File: config.mk
export PLATFORM = sky130hd
export DESIGN_NAME = sigmoid_pipe
export DESIGN_NICKNAME = d
export VERILOG_FILES = /design/src/rtl/sigmoid_pipe.sv
export SDC_FILE = /design/constraint.sdc
export NUM_CORES = 1
export LEC_CHECK = 0
export ABC_AREA = 1
export CAP_MARGIN = 20
export CORE_MARGIN = 2
export CORE_UTILIZATION = 60
export CTS_CLUSTER_SIZE = 8
export DETAILED_ROUTE_END_ITERATION = 12
export PLACE_DENSITY = 0.89
export SLEW_MARGIN = 20
export SYNTH_ARGS = -nofsm -noshare
export SYNTH_HDL_FRONTEND = slang
export SYNTH_SLANG_ARGS = --single-unit
File: constraint.sdc
create_clock -name clk -period 5.5 [get_ports clk]
set_clock_uncertainty 0.15 [all_clocks]
set_input_delay 0.825 -clock clk [delete_from_list [all_inputs] [get_ports clk]]
set_output_delay 0.825 -clock clk [all_outputs]
set_load 0.01 [all_outputs]
File: src/rtl/sigmoid_pipe.sv
// sigmoid_pipe: two-stage pipelined sigmoid lookup with valid/ready handshake.
//   y = 1 / (1 + e^-x); x is signed Q(XW-XF-1).XF and y is unsigned Q0.YW.
//   The ROM holds only the non-negative half of the curve.
//   Negative inputs use the identity sigmoid(-x) = 1 - sigmoid(x).
// Ports:
//   clk, rst              rising-edge clock, synchronous active-high reset
//   in_valid/in_ready     input handshake; in_x operand, in_tag sideband
//   out_valid/out_ready   output handshake; out_y result, out_tag sideband
//   sat_cnt               (SIGMOID_STATS_EN only) count of accepted samples at
//                         the table ends (m == 0 or m == max), saturating
// Optional feature macro: SIGMOID_STATS_EN
module sigmoid_pipe #(
   parameter int unsigned XW = 8,
   parameter int unsigned XF = 4,
   parameter int unsigned YW = 16,
   parameter int unsigned TW = 4
) (
   input  logic          clk,
   input  logic          rst,
   input  logic          in_valid,
   output logic          in_ready,
   input  logic [XW-1:0] in_x,
   input  logic [TW-1:0] in_tag,
   output logic          out_valid,
   input  logic          out_ready,
   output logic [YW-1:0] out_y,
   output logic [TW-1:0] out_tag
`ifdef SIGMOID_STATS_EN
   ,
   output logic [15:0]   sat_cnt
`endif
);

   localparam int unsigned MW = XW - 1;
   localparam int unsigned NE = 1 << MW;
   // Fixed-point precision used only while building the table.
   localparam int unsigned FB = 48;
   localparam int unsigned AW = 128;

   localparam logic [XW-1:0] XMIN = {1'b1, {(XW-1){1'b0}}};
   localparam logic [MW-1:0] MMAX = {MW{1'b1}};

   // Builds T[m] = min(round(2^YW * e^x / (e^x + 1)), 2^YW-1), x = m/2^XF.
   // This uses integer-only arithmetic, so the table is fixed at elaboration.
   // e^(1/2^XF) comes from a Taylor series.
   // Successive powers of that value give e^x for each entry.
   function automatic logic [NE*YW-1:0] gen_rom();
      logic [AW-1:0]    one;
      logic [AW-1:0]    step;
      logic [AW-1:0]    term;
      logic [AW-1:0]    p;
      logic [AW-1:0]    d;
      logic [AW-1:0]    t;
      logic [AW-1:0]    cap;
      logic [NE*YW-1:0] r;
      one  = AW'(1) << FB;
      term = one;
      step = one;
      for (int k = 1; k < 24; k++) begin
         term = term / (AW'(k) << XF);
         step = step + term;
      end
      cap = (AW'(1) << YW) - AW'(1);
      p   = one;
      r   = '0;
      for (int m = 0; m < int'(NE); m++) begin
         d = p + one;
         // Round to nearest: (2*2^YW*p + d) / (2*d).
         t = ((p << (YW + 1)) + d) / (d << 1);
         if (t > cap) t = cap;
         r[m*YW +: YW] = t[YW-1:0];
         p = (p * step) >> FB;
      end
      return r;
   endfunction

   localparam logic [NE*YW-1:0] ROM_BITS = gen_rom();

   logic [YW-1:0] rom [NE];
   for (genvar i = 0; i < int'(NE); i++) begin : g_rom
      assign rom[i] = ROM_BITS[i*YW +: YW];
   end

   // Global stall: every stage moves together whenever the output slot can drain.
   logic adv;
   assign adv      = !out_valid || out_ready;
   assign in_ready = adv;

   // Magnitude of the input. The most negative input is clamped to the table end.
   logic [XW-1:0] x_neg;
   logic [MW-1:0] m_c;
   always_comb begin
      x_neg = XW'(~in_x + XW'(1));
      m_c   = in_x[MW-1:0];
      if (in_x[XW-1]) begin
         m_c = (in_x == XMIN) ? MMAX : x_neg[MW-1:0];
      end
   end

   // Stage 1: magnitude, sign, tag.
   logic          s1_valid;
   logic [MW-1:0] s1_m;
   logic          s1_neg;
   logic [TW-1:0] s1_tag;

   always_ff @(posedge clk) begin
      if (rst) begin
         s1_valid <= 1'b0;
         s1_m     <= '0;
         s1_neg   <= 1'b0;
         s1_tag   <= '0;
      end else if (adv) begin
         s1_valid <= in_valid;
         s1_m     <= m_c;
         s1_neg   <= in_x[XW-1];
         s1_tag   <= in_tag;
      end
   end

   // Table lookup plus symmetry correction: 2^YW - T is the YW-bit two's complement of T.
   logic [YW-1:0] rom_y;
   logic [YW-1:0] y_c;
   always_comb begin
      rom_y = rom[s1_m];
      y_c   = s1_neg ? YW'(~rom_y + YW'(1)) : rom_y;
   end

   // Stage 2: registered result and tag.
   always_ff @(posedge clk) begin
      if (rst) begin
         out_valid <= 1'b0;
         out_y     <= '0;
         out_tag   <= '0;
      end else if (adv) begin
         out_valid <= s1_valid;
         out_y     <= y_c;
         out_tag   <= s1_tag;
      end
   end

`ifdef SIGMOID_STATS_EN
   // Counts accepted samples at either end of the table, saturating at all-ones.
   always_ff @(posedge clk) begin
      if (rst) begin
         sat_cnt <= '0;
      end else if (in_valid && adv && (m_c == MMAX || m_c == '0) &&
                   sat_cnt != 16'hFFFF) begin
         sat_cnt <= sat_cnt + 16'd1;
      end
   end
`endif

endmodule

# Word level (Yosys, flattened, before mapping)
# Memories as Yosys holds them, arrays and structs flattened.
# Cells that the tools add are included.
[classes]
n_reduce_logical = 2
order_cmp = 1
n_eq_ne = 1
n_addsub = 2
bitwise = 3
muxes = 5
[ops]
columns = ["operator", "count"]
rows = [
  ["2-to-1 mux 16 bit", 3],
  ["adder 16 x 1 -> 16 bit, second input constant", 1],
  ["NOT 16 bit", 1],
  ["2-to-1 mux 7 bit", 2],
  ["== test 8 bit, second input constant", 1],
  [">= comparator 8 bit, second input constant", 1],
  ["NOT 7 -> 8 bit", 1],
  ["adder 7 x 1 -> 7 bit, second input constant", 1],
  ["NOT 7 bit", 1],
  ["zero test 1 bit", 1],
  ["logical OR 1 bit", 1],
]
[totals]
n_memories = 1
elab_cells = 22
rom_bits = 2048
ff_bits = 34
output_inout_bits = 22
in_bits = 16
[memory_table]
columns = ["name", "depth", "word_bits", "rd", "rd_clocked_by_memory_dff", "wr", "line", "rtl"]
rows = [
  ["(name not given)", 128, 16, 1, 0, 0, "124", "rom_y = rom[s1_m];"],
]

# Logic depth before layout (Yosys ltp)
# Gate-level depths: netlist of run 1.
[depth]
ltp_word = 7
mapped_depth = 21
mapped_depth_nobuf = 21

# Least setup slack after synthesis of run 1
# OpenSTA, ideal clock, no wires.
[synth_timing]
path_type = "register to register"
start = "register s1_m[1]"
end = "register out_y[14]"
n_path_buf = 0
setup_ns = 0.119
path_slack_ns = 2.793
stages_incl_launch_ff = 21
arrival_time_ns = 2.437
required_ns = 5.231
period_less_slack_ns = 2.707
path_cell_list = "dfxtp_1 -> ha_1 -> inv_1 -> ha_1 -> inv_1 -> nand2_1 -> nand2_1 -> nand2_1 -> nand2_1 -> nand2_1 -> nand2_1 -> nand2_1 -> nor2_2 -> ha_1 -> nand3_2 -> nand2_4 -> nand2_4 -> nor2_4 -> o21ai_1 -> nand2_1 -> a21oi_1"
[synth_via]
elab_chain_cells = 7
[synth_lines]
columns = ["item", "line", "rtl"]
rows = [
  ["start, declared", "102", "logic [MW-1:0] s1_m;"],
  ["start signal, assigned", "114", "s1_m <= m_c;"],
  ["NOT 7 -> 8 bit (implied by the code) (*)", "124", ""],
  ["memory (128 x 16 bit) (*)", "-", ""],
  ["2-to-1 mux 16 bit (implied by the code) (*) (2 in a row)", "124", ""],
  ["NOT 16 bit", "125", "y_c = s1_neg ? YW'(~rom_y + YW'(1)) : rom_y;"],
  ["adder 16 x 1 -> 16 bit", "125", ""],
  ["2-to-1 mux 16 bit (*)", "125", ""],
  ["end signal, assigned", "136", "out_y <= y_c;"],
  ["end, declared", "26", "output logic [YW-1:0] out_y,"],
]
# Mark *: on every way between the ends. The rest lies on a longest branch, timed or not. The select of a mux whose other input is x is not followed.
# A chain may end at the register's enable or synchronous reset.

# Worst setup path after layout of run 1
[layout_timing]
start = "register s1_m[4]"
end = "register out_y[8]"
# The elaborated chain is that of the path after synthesis.

==> results.ini, run 1 <==
[min_path]
hold_path_class=register to register
worstHoldStart=s1_valid
hold_depth=2
min_to=out_valid

[placement]
dp.final_hpwl_um=9940
place_ws_ns=2.21
io_buffers=37
gp_congestion=1.15
postPlaceCellArea_um2=4270
dp_cells=785

[routing]
drc=0
viasPerCell=6.31
num_vias=5006
initialDrtViolationCount=994
routed_wl_um=14000
detail-route-antenna-nets=0
wire_per_inst_um=17.7
firstDrtPassIters=7

[finish]
nNetsFinal=749
n_antenna_cell=0
nFillCells=570
final_cell_count_no_fill=793
postLayoutCoreUtil_pct=69.1
syn_to_final_growth_pct=10.6
fin_area_um2=4410
drive_gt1_share_pct=7.82

[logic_synthesis]
yosysWarnings=0
seq_area_frac_synth_pct=17.1
async_flop_share_pct=0
synth_area_leaders=nand2_1 (21%), dfxtp_1 (17%), nand3_1 (12%)
synth_edf_count=0
synth_area_per_cell_um2=5.70
yosys-top-cells-count=nand2_1 (219), nand3_1 (96), nor2_1 (71)
yosys.area.top_type=nand2_1
synth_area_um2=3990
yosys_register_bits=34
synth_nets=734
netlist_instances=700
yosysMostFrequentCell=nand2_1
synthFlopType=dfxtp_1
synth.distinct_cells=40
synth_top_area_share_pct=20.6

[floorplanning]
start_util_pct=62.4
io_pins=38
dieArea_um2=7310
die-height_um=85.5
rows=29
dieWidth_um=85.5
coreArea_um2=6390

[worst_setup_path]
reg2regPathDepth=16
path_class=register to register
start_kind=register
required_ns=5.54
rr_startpoint=s1_m[4]
crit_path_end_kind=register
crit_slowest_cell=dfxtp_1
critPathBufInv=2
reg2reg_to=out_y[8]
crit_chain=inv_2, nor2_2, nand3_1, nand2_1, nor2_1, nand2_1, nand2_2, ha_1, nand3_2, nand2_4, nand2_4, nor2_4, nand2_1, nand3_1, nand2_1, inv_1
cp_slowest_stage_delay_ns=0.85
cp_top_family=simple AND/OR/NAND/NOR gates
worstPathArrival_ns=3.63
ff2ff_setup_slack_ns=1.91
crit_top_cell=nand2_1
cp_max_fo=26

[sta]
fmax_ghz=0.279
rsz0062_at_grt=no
setup_ws_ns=1.91
min_period_over_period_pct=65.2
final.setup.tns_ns=0
slew_violations=0
relSlewSlack_pct=31.7
hold_violations=0
layout_min_cycle_time_ns=3.59
worstMarginPinSlew_ns=1.02
final-setup-viol-count=0
fin_hold_ws_ns=0.321

[outcome]
status=finished clean

[power]
design_power_total_mw=1.23
ir_worst_vdd_uv=249
pwr_density_cell_nw_per_um2=279
leakage_nw=2.28

[clocking]
hold_buffers=0
cts_buffers=5
htreeDepth=2
clk_latency_ns=0.28
cts_setup_buffers=0
root_buffer=clkbuf_8
clk_path_buf_depth=2
cts_resized=0
cts_tree=done
cts.sinks=34
path_clk_slew_ns=0.07

[flow_run]
cap_violations=0

[grt]
grt_pass1_wl_um=22600
grt_pass1_vias=4606
overflow=0
grt_max_degree=53
antenna_found_initial=0
track_usage_pct=38.6

[cell usage in the layout (no fill, tap or decap), drive strengths merged]
| cell type | count |
|---|---|
| ha | 18 |
| a221oi | 4 |
| o31ai | 1 |
| xnor2 | 1 |
| nand3 | 100 |
| xor2 | 4 |
| nand4 | 4 |
| a31oi | 6 |
| nand3b | 1 |
| o21bai | 2 |
| a21oi | 33 |
| inv | 70 |
| clkbuf | 5 |
| nor4 | 1 |
| nand2 | 237 |
| o211ai | 7 |
| clkinv | 2 |
| dfxtp | 34 |
| o2111ai | 2 |
| o21ai | 52 |
| o211a | 1 |
| nor3 | 3 |
| bufinv | 2 |
| clkdlybuf4s50 | 37 |
| or2 | 3 |
| o21a | 1 |
| nor2 | 81 |
| buf | 4 |
[per-layer routing]
layer / vias up / part of all wire [%] / global-route usage [%]
met4: 0 / 4.6 / 14.3
met2: 405 / 42 / 57.1
met1: 2199 / 38 / 50.8
li1: 2309 / - / -
met3: 93 / 16 / 15.2
met5: - / 0 / 0
[flip-flops by register name, indices dropped and copies added, names as in the netlist]
signal / count
out_y: 16
s1_m: 7
out_tag: 4
s1_tag: 4
out_valid: 1
s1_neg: 1
s1_valid: 1
[where the power goes]
group | leakage (nW) | switching (mW) | internal, mW
clock network | 0.0683 | 0.0944 | 0.182
registers | 0.283 | 0.0403 | 0.278
logic | 1.93 | 0.420 | 0.215
total | 2.28 | 0.555 | 0.674
[worst register-to-register path, stage by stage (launching register included)]
cell and delay (ns):
dfxtp_1 0.85, inv_2 0.48, nor2_2 0.66, nand3_1 0.15
nand2_1 0.08, nor2_1 0.08, nand2_1 0.08, nand2_2 0.10
ha_1 0.25, nand3_2 0.10, nand2_4 0.08, nand2_4 0.12
nor2_4 0.05, nand2_1 0.07, nand3_1 0.08, nand2_1 0.07
inv_1 0.03
[cells by family (layout without fill, tap and decap cells)]
group | after synthesis | in the layout | synth area share (%)
buffers and inverters | 104 | 120 | 12.2
AO/OA/AOI/OAI | 109 | 109 | 15.6
adder cells (fa/ha/maj) | 18 | 18 | 5.65
flip-flops | 34 | 34 | 17.1
AND/OR/NAND/NOR | 430 | 430 | 48.3
XOR/XNOR | 5 | 5 | 1.10
[worst max-delay path by stage]
| stage | start | end | slack (ns) | depth (start not counted) |
|---|---|---|---|---|
| final | s1_m[4] | out_y[8] | 1.91 | 16 |
| after global routing | s1_m[2] | out_y[10] | 1.79 | 17 |
| after CTS | s1_m[2] | out_y[8] | 2.16 | 17 |
| after detailed placement | s1_m[2] | out_y[14] | 2.21 | 16 |
| after global placement | s1_m[4] | out_y[10] | 2.23 | 16 |
| after floorplan | s1_m[1] | out_y[14] | 2.79 | 20 |
[layout make-up]
class / instances / area, um^2 / area share, %
clock buffers: 5 / 68.8 / 1.56
flip-flops and latches: 34 / 681 / 15.4
well taps: 77 / 96.3 / 2.18
clock inverters: 3 / 68.8 / 1.56
multi-input cells: 562 / 2820 / 63.9
repair buffers: 41 / 400 / 9.08
inverters: 71 / 277 / 6.27
Note: power is estimated with default switching activity, not from simulation.
==> run 2: changes to the inputs <==
--- a/config.mk
+++ b/config.mk
@@ -8,10 +8,10 @@
 export ABC_AREA = 1
 export CAP_MARGIN = 20
 export CORE_MARGIN = 2
-export CORE_UTILIZATION = 60
+export CORE_UTILIZATION = 59
 export CTS_CLUSTER_SIZE = 8
 export DETAILED_ROUTE_END_ITERATION = 12
-export PLACE_DENSITY = 0.89
+export PLACE_DENSITY = 0.88
 export SLEW_MARGIN = 20
 export SYNTH_ARGS = -nofsm -noshare
 export SYNTH_HDL_FRONTEND = slang
==> constraint.sdc (replaced) <==
create_clock -name clk -period 3.45 [get_ports clk]
set_clock_uncertainty 0.15 [all_clocks]
set_input_delay 0.5175 -clock clk [delete_from_list [all_inputs] [get_ports clk]]
set_output_delay 0.5175 -clock clk [all_outputs]
set_load 0.01 [all_outputs]
==> results.ini, run 2 (same netlist as run 1, synthesis figures left out) <==
[outcome]
status=finished clean

[placement]
io_buffers=37  ; unchanged
dp.final_hpwl_um=10700  ; +7.5%
gp_congestion=1.11  ; -3.5%

[power]
pwr-share-clk_pct=22.4  ; about the same
swShare_pct=45.2  ; +0.075 points
switchingPower_uw=898  ; +62%
intPower_mw=1.09  ; +62%
leakage_nw=2.33  ; +2.2%
ir_worst_vdd_uv=304  ; +22%
seqPwrFrac_pct=24.8  ; -1.1 points
design_power_total_mw=1.99  ; +62%
p_comb_share_pct=52.7  ; +1.1 points
pwr_density_cell_nw_per_um2=442  ; +59%

[worst_setup_path]
path_class=register to register
cp_slowest_stage_delay_ns=0.50  ; -0.35 ns
cp_max_fo=8  ; -69%
crit_path_end_kind=register
crit_slowest_cell=dfxtp_1
required_ns=3.49  ; -2.05 ns
crit_chain=inv_1, ha_1, inv_1, nand2_1, nand2_1, nand2_1, nand2_1, nand3_1, nand3_1, inv_1, nor2_2, ha_1, nand3_2, nand2_4, nand2_4, o21ai_1, nand3_1, nand2_1, inv_1
crit_top_cell=nand2_1
worstPathArrival_ns=3.25  ; -0.38 ns
reg2regPathDepth=19  ; +3
start_kind=register

[floorplanning]
coreArea_um2=6460  ; +1.1%
io_pins=38  ; unchanged
rows=29  ; unchanged
start_util_pct=61.7  ; -0.70 points
die-height_um=86.2  ; +0.81%
dieArea_um2=7430  ; +1.6%
dieWidth_um=86.2  ; +0.81%

[clocking]
root_buffer=clkbuf_8
cts_tree=done
cts.sinks=34  ; unchanged
hold_buffers=0  ; unchanged
cts_setup_buffers=0  ; unchanged
cts_buffers=5  ; unchanged
clk_path_buf_depth=2  ; unchanged
htreeDepth=2  ; unchanged
path_clk_slew_ns=0.08  ; about the same
clk_latency_ns=0.28  ; about the same

[finish]
largest_register=out_y
final_cell_mix=nand2_1 (219), nand3_1 (96), nor2_1 (71)
drive_gt1_share_pct=9.10  ; +1.3 points
syn_to_final_growth_pct=12.6
layout_commonest_cell=nand2_1
postLayoutCoreUtil_pct=69.5  ; +0.48 points
n_antenna_cell=0  ; unchanged
nNetsFinal=758  ; +1.2%
largest_reg_flops=16  ; unchanged
nFillCells=557  ; -2.3%
reg_top3=out_y: 16 flops, s1_m: 7 flops

[sta]
fin_hold_ws_ns=0.319  ; -0.00141 ns
slew_violations=0  ; unchanged
fmax_ghz=0.311  ; +12%
min_period_over_period_pct=93.1  ; +28 points
relSlewSlack_pct=48.0  ; +16 points
worstMarginPinSlew_ns=0.779  ; -0.244 ns
layout_min_cycle_time_ns=3.21  ; -0.375 ns
hold_violations=0  ; unchanged
final-setup-viol-count=0  ; unchanged
final.setup.tns_ns=0  ; unchanged
rsz0062_at_grt=no

[grt]
antenna_found_initial=0  ; unchanged
grt_max_degree=47  ; -11%
track_usage_pct=38.9  ; +0.28 points
overflow=0  ; unchanged
grt_pass1_vias=4553  ; -1.2%
grt_pass1_wl_um=22900  ; +1.2%

[routing]
firstDrtPassIters=8  ; +1
wire_per_inst_um=18.0  ; +1.8%
viasPerCell=6.31  ; about the same
drc=0  ; unchanged
routed_wl_um=14500  ; +2.9%
initialDrtViolationCount=695  ; -30%
detail-route-antenna-nets=0  ; unchanged
num_vias=5064  ; +1.2%

[min_path]
hold_depth=2  ; unchanged
hold_path_class=register to register

[flow_run]
cap_violations=0  ; unchanged

[run 2: cell count changes in the layout (fill, tap and decap cells not counted), sizes merged]
cell  previous run  this run
buf              4        13
[run 2: power by group through the flow]
| stage | clock (mW) | sequential, mW | combinational, mW |
|---|---|---|---|
| after global placement | 0 | 0.495 | 0.988 |
| after CTS | 0.449 | 0.491 | 0.999 |
| after floorplan | 0 | 0.497 | 0.693 |
| final | 0.446 | 0.493 | 1.05 |
| after global routing | 0.461 | 0.498 | 1.13 |
| after detailed placement | 0 | 0.499 | 0.991 |
[run 2: metal layers]
metal / share of wire, % / up-vias / track usage [%]
met5: 0 / - / 0
met4: 5.9 / 0 / 19.2
met3: 15 / 87 / 13.6
met2: 41 / 417 / 58.4
met1: 38 / 2239 / 49.6
li1: - / 2321 / -
[run 2: cell type report]
class | count | area [um^2] | share of cell area [%]
Multi-Input combinational cell | 562 | 2820 | 62.8
Sequential cell | 34 | 682 | 15.2
Timing Repair Buffer | 50 | 480 | 10.7
Inverter | 71 | 277 | 6.16
Tap cell | 77 | 96.3 | 2.14
Clock buffer | 5 | 68.8 | 1.53
Clock inverter | 3 | 68.8 | 1.53
[run 2: worst max-delay path, delay by kind of cell (launching register included)]
kind | cells | cell delay (ns)
and+or+nand+nor | 12 | 1.27
adders and majority gates | 2 | 0.57
DFF | 1 | 0.50
buffers and inverters | 4 | 0.45
AOI/OAI and AO/OA | 1 | 0.16
[run 2: metrics by stage]
| stage | setup WS (ns) | std cells | instance area (um^2) |
|---|---|---|---|
| global placement | 0.307 | 794 | 4350 |
| CTS | 0.169 | 802 | 4490 |
| global route | 0.0115 | 802 | 4490 |
| finish | 0.240 | 802 | 4490 |
| detailed placement | 0.196 | 794 | 4350 |
| floorplan | 0.743 | 700 | 3990 |
[run 2: path summary, 6_finish.rpt]
check | from | endpoint | slack [ns]
setup / recovery | s1_m[0] | out_y[8] | 0.24
hold / removal | s1_valid | s1_valid | 0.32
setup reg to reg | s1_m[0] | out_y[8] | 0.24
hold reg to reg | s1_valid | s1_valid | 0.32
[run 2: what timing repair did]
| item | in CTS | in global routing |
|---|---|---|
| endpoints found under the hold margin | 0 | 0 |
| resized for setup | 0 | 1 |
| setup endpoints to repair | 0 | 10 |
==> run 3: changes to the inputs <==
--- a/config.mk
+++ b/config.mk
@@ -11,6 +11,7 @@
 export CORE_UTILIZATION = 59
 export CTS_CLUSTER_SIZE = 8
 export DETAILED_ROUTE_END_ITERATION = 12
+export MAX_ROUTING_LAYER = met4
 export PLACE_DENSITY = 0.88
 export SLEW_MARGIN = 20
 export SYNTH_ARGS = -nofsm -noshare
==> results.ini, run 3 (same netlist as run 1, synthesis figures left out) <==
[routing]
drc=0  ; unchanged
detail-route-antenna-nets=0  ; unchanged
initialDrtViolationCount=961  ; +38%
firstDrtPassIters=7  ; -1
wire_per_inst_um=17.7  ; -1.7%
num_vias=4954  ; -2.2%
routed_wl_um=14200  ; -1.6%
viasPerCell=6.17  ; -2.3%

[worst_setup_path]
cp_top_family=simple AND/OR/NAND/NOR gates
required_ns=3.50  ; about the same
reg2reg_to=out_y[8]
cp_slowest_stage_delay_ns=0.51  ; about the same
start_kind=register
crit_slowest_cell=dfxtp_1
crit_path_end_kind=register
worst-path-stages=18  ; -1
cp_max_fo=8  ; unchanged
crit_top_cell=inv_1
path_class=register to register
crit_chain=inv_1, ha_1, inv_1, nand2_1, nand2_1, o21bai_1, nand3_1, nand3_1, inv_1, nor2_2, ha_1, nand3_2, nand2_4, nand2_4, o21ai_1, nand3_1, nand2_1, inv_1
critPathBufInv=4  ; unchanged
rr_startpoint=s1_m[0]
worstPathArrival_ns=3.27  ; +0.02 ns
ff2ff_setup_slack_ns=0.23  ; about the same
critPathLaunch=s1_m[0]
reg2regPathDepth=18  ; -1

[clocking]
cts_setup_buffers=0  ; unchanged
root_buffer=clkbuf_8
clk_latency_ns=0.30  ; +0.02 ns
path_clk_slew_ns=0.08  ; about the same
htreeDepth=2  ; unchanged
cts_tree=done
clk_path_buf_depth=2  ; unchanged
cts.sinks=34  ; unchanged
cts_buffers=5  ; unchanged

[finish]
fin_area_um2=4480  ; -0.36%
syn_to_final_growth_pct=12.2
final_cell_mix=nand2_1 (219), nand3_1 (96), nor2_1 (71)
n_antenna_cell=0  ; unchanged
layout_commonest_cell=nand2_1
largest_reg_flops=16  ; unchanged
nNetsFinal=759  ; +0.13%
postLayoutCoreUtil_pct=69.3  ; -0.25 points
final_cell_count_no_fill=803  ; +0.12%
largest_register=out_y
reg_top3=out_y: 16 flops, s1_m: 7 flops
drive_gt1_share_pct=9.23  ; +0.13 points

[sta]
final-setup-viol-count=0  ; unchanged
setup_ws_ns=0.234  ; -0.00541 ns
slew_violations=0  ; unchanged
hold_violations=0  ; unchanged
final.setup.tns_ns=0  ; unchanged
min_period_over_period_pct=93.2  ; +0.16 points
fmax_ghz=0.311  ; -0.17%
rsz0062_at_grt=no
relSlewSlack_pct=48.7  ; +0.76 points
layout_min_cycle_time_ns=3.22  ; +0.00541 ns
worstMarginPinSlew_ns=0.768  ; -0.0112 ns

[floorplanning]
dieArea_um2=7430  ; unchanged
rows=29  ; unchanged
coreArea_um2=6460  ; unchanged
start_util_pct=61.7  ; unchanged
dieWidth_um=86.2  ; unchanged
die-height_um=86.2  ; unchanged
io_pins=38  ; unchanged

[min_path]
worstHoldStart=s1_valid
hold_path_class=register to register
min_to=s1_valid
hold_depth=2  ; unchanged

[power]
ir_worst_vdd_uv=289  ; -4.9%
pwr_density_cell_nw_per_um2=427  ; -3.4%
leakage_nw=2.31  ; -0.61%

[grt]
antenna_found_initial=0  ; unchanged
overflow=0  ; unchanged
grt_pass1_vias=4768  ; +4.7%
grt_pass1_wl_um=23300  ; +1.6%
track_usage_pct=40.9  ; +2.0 points
grt_max_degree=49  ; +4.3%

[placement]
io_buffers=37  ; unchanged
place_ws_ns=0.215  ; +0.0195 ns
dp_cells=795  ; +0.13%
gp_congestion=1.18  ; +5.8%
postPlaceCellArea_um2=4360  ; +0.17%
dp.final_hpwl_um=10700  ; about the same

[outcome]
status=finished clean

[flow_run]
cap_violations=0  ; unchanged

[run 3: cell types whose count changed in the layout (fill, tap and decap cells not counted)]
cell and change:
buf_4 +1, bufinv_16 -1, clkinv_4 -1, clkinvlp_4 +2
[run 3: metal layers]
layer  up-vias  share of wire (%)  GRT usage, %
met5         -                  0             -
met4         0                6.0          18.8
met3       106                 15          13.7
met2       390                 42          59.8
met1      2130                 38          50.9
li1       2328                  -             -
[run 3: where the power goes]
group          switching (mW)  internal, mW
combinational           0.683         0.359
clock                   0.164         0.215
sequential             0.0479         0.443
total                   0.895          1.02
[run 3: worst reg2reg max path, cell delays in order, from the launching register on]
cell and delay, ns:
dfxtp_1 0.51, inv_1 0.21, ha_1 0.28, inv_1 0.12, nand2_1 0.20, nand2_1 0.15
o21bai_1 0.17, nand3_1 0.12, nand3_1 0.13, inv_1 0.07, nor2_2 0.14, ha_1 0.21
nand3_2 0.10, nand2_4 0.11, nand2_4 0.08, o21ai_1 0.15, nand3_1 0.11, nand2_1 0.08
inv_1 0.03
[run 3: area by class of cell]
type	instances	area [um^2]
Timing Repair Buffer	51	488
Clock buffer	5	68.8
Clock inverter	3	45.0
Fill cell	596	1980
Inverter	71	277
Sequential cell	34	682
Tap cell	77	96.3
Multi-Input combinational cell	562	2820
[run 3: worst max-delay path by stage]
stage                     end  slack, ns
finish               out_y[8]       0.23
global route         out_y[8]       0.02
CTS                  out_y[8]       0.20
detailed placement   out_y[8]       0.22
global placement    out_y[13]       0.36
floorplan           out_y[14]       0.74
[run 3: per-stage QoR]
step	power (mW)	hold WS, ns
after floorplan	1.19	0.280
final	1.91	0.324
after global routing	2.03	0.363
after detailed placement	1.49	0.308
after CTS	1.87	0.320
after global placement	1.49	0.297
[run 3: repair_timing]
action                     CTS  global route
hold buffers                 0             0
setup endpoints to repair    0             5
gates resized for setup      0             1
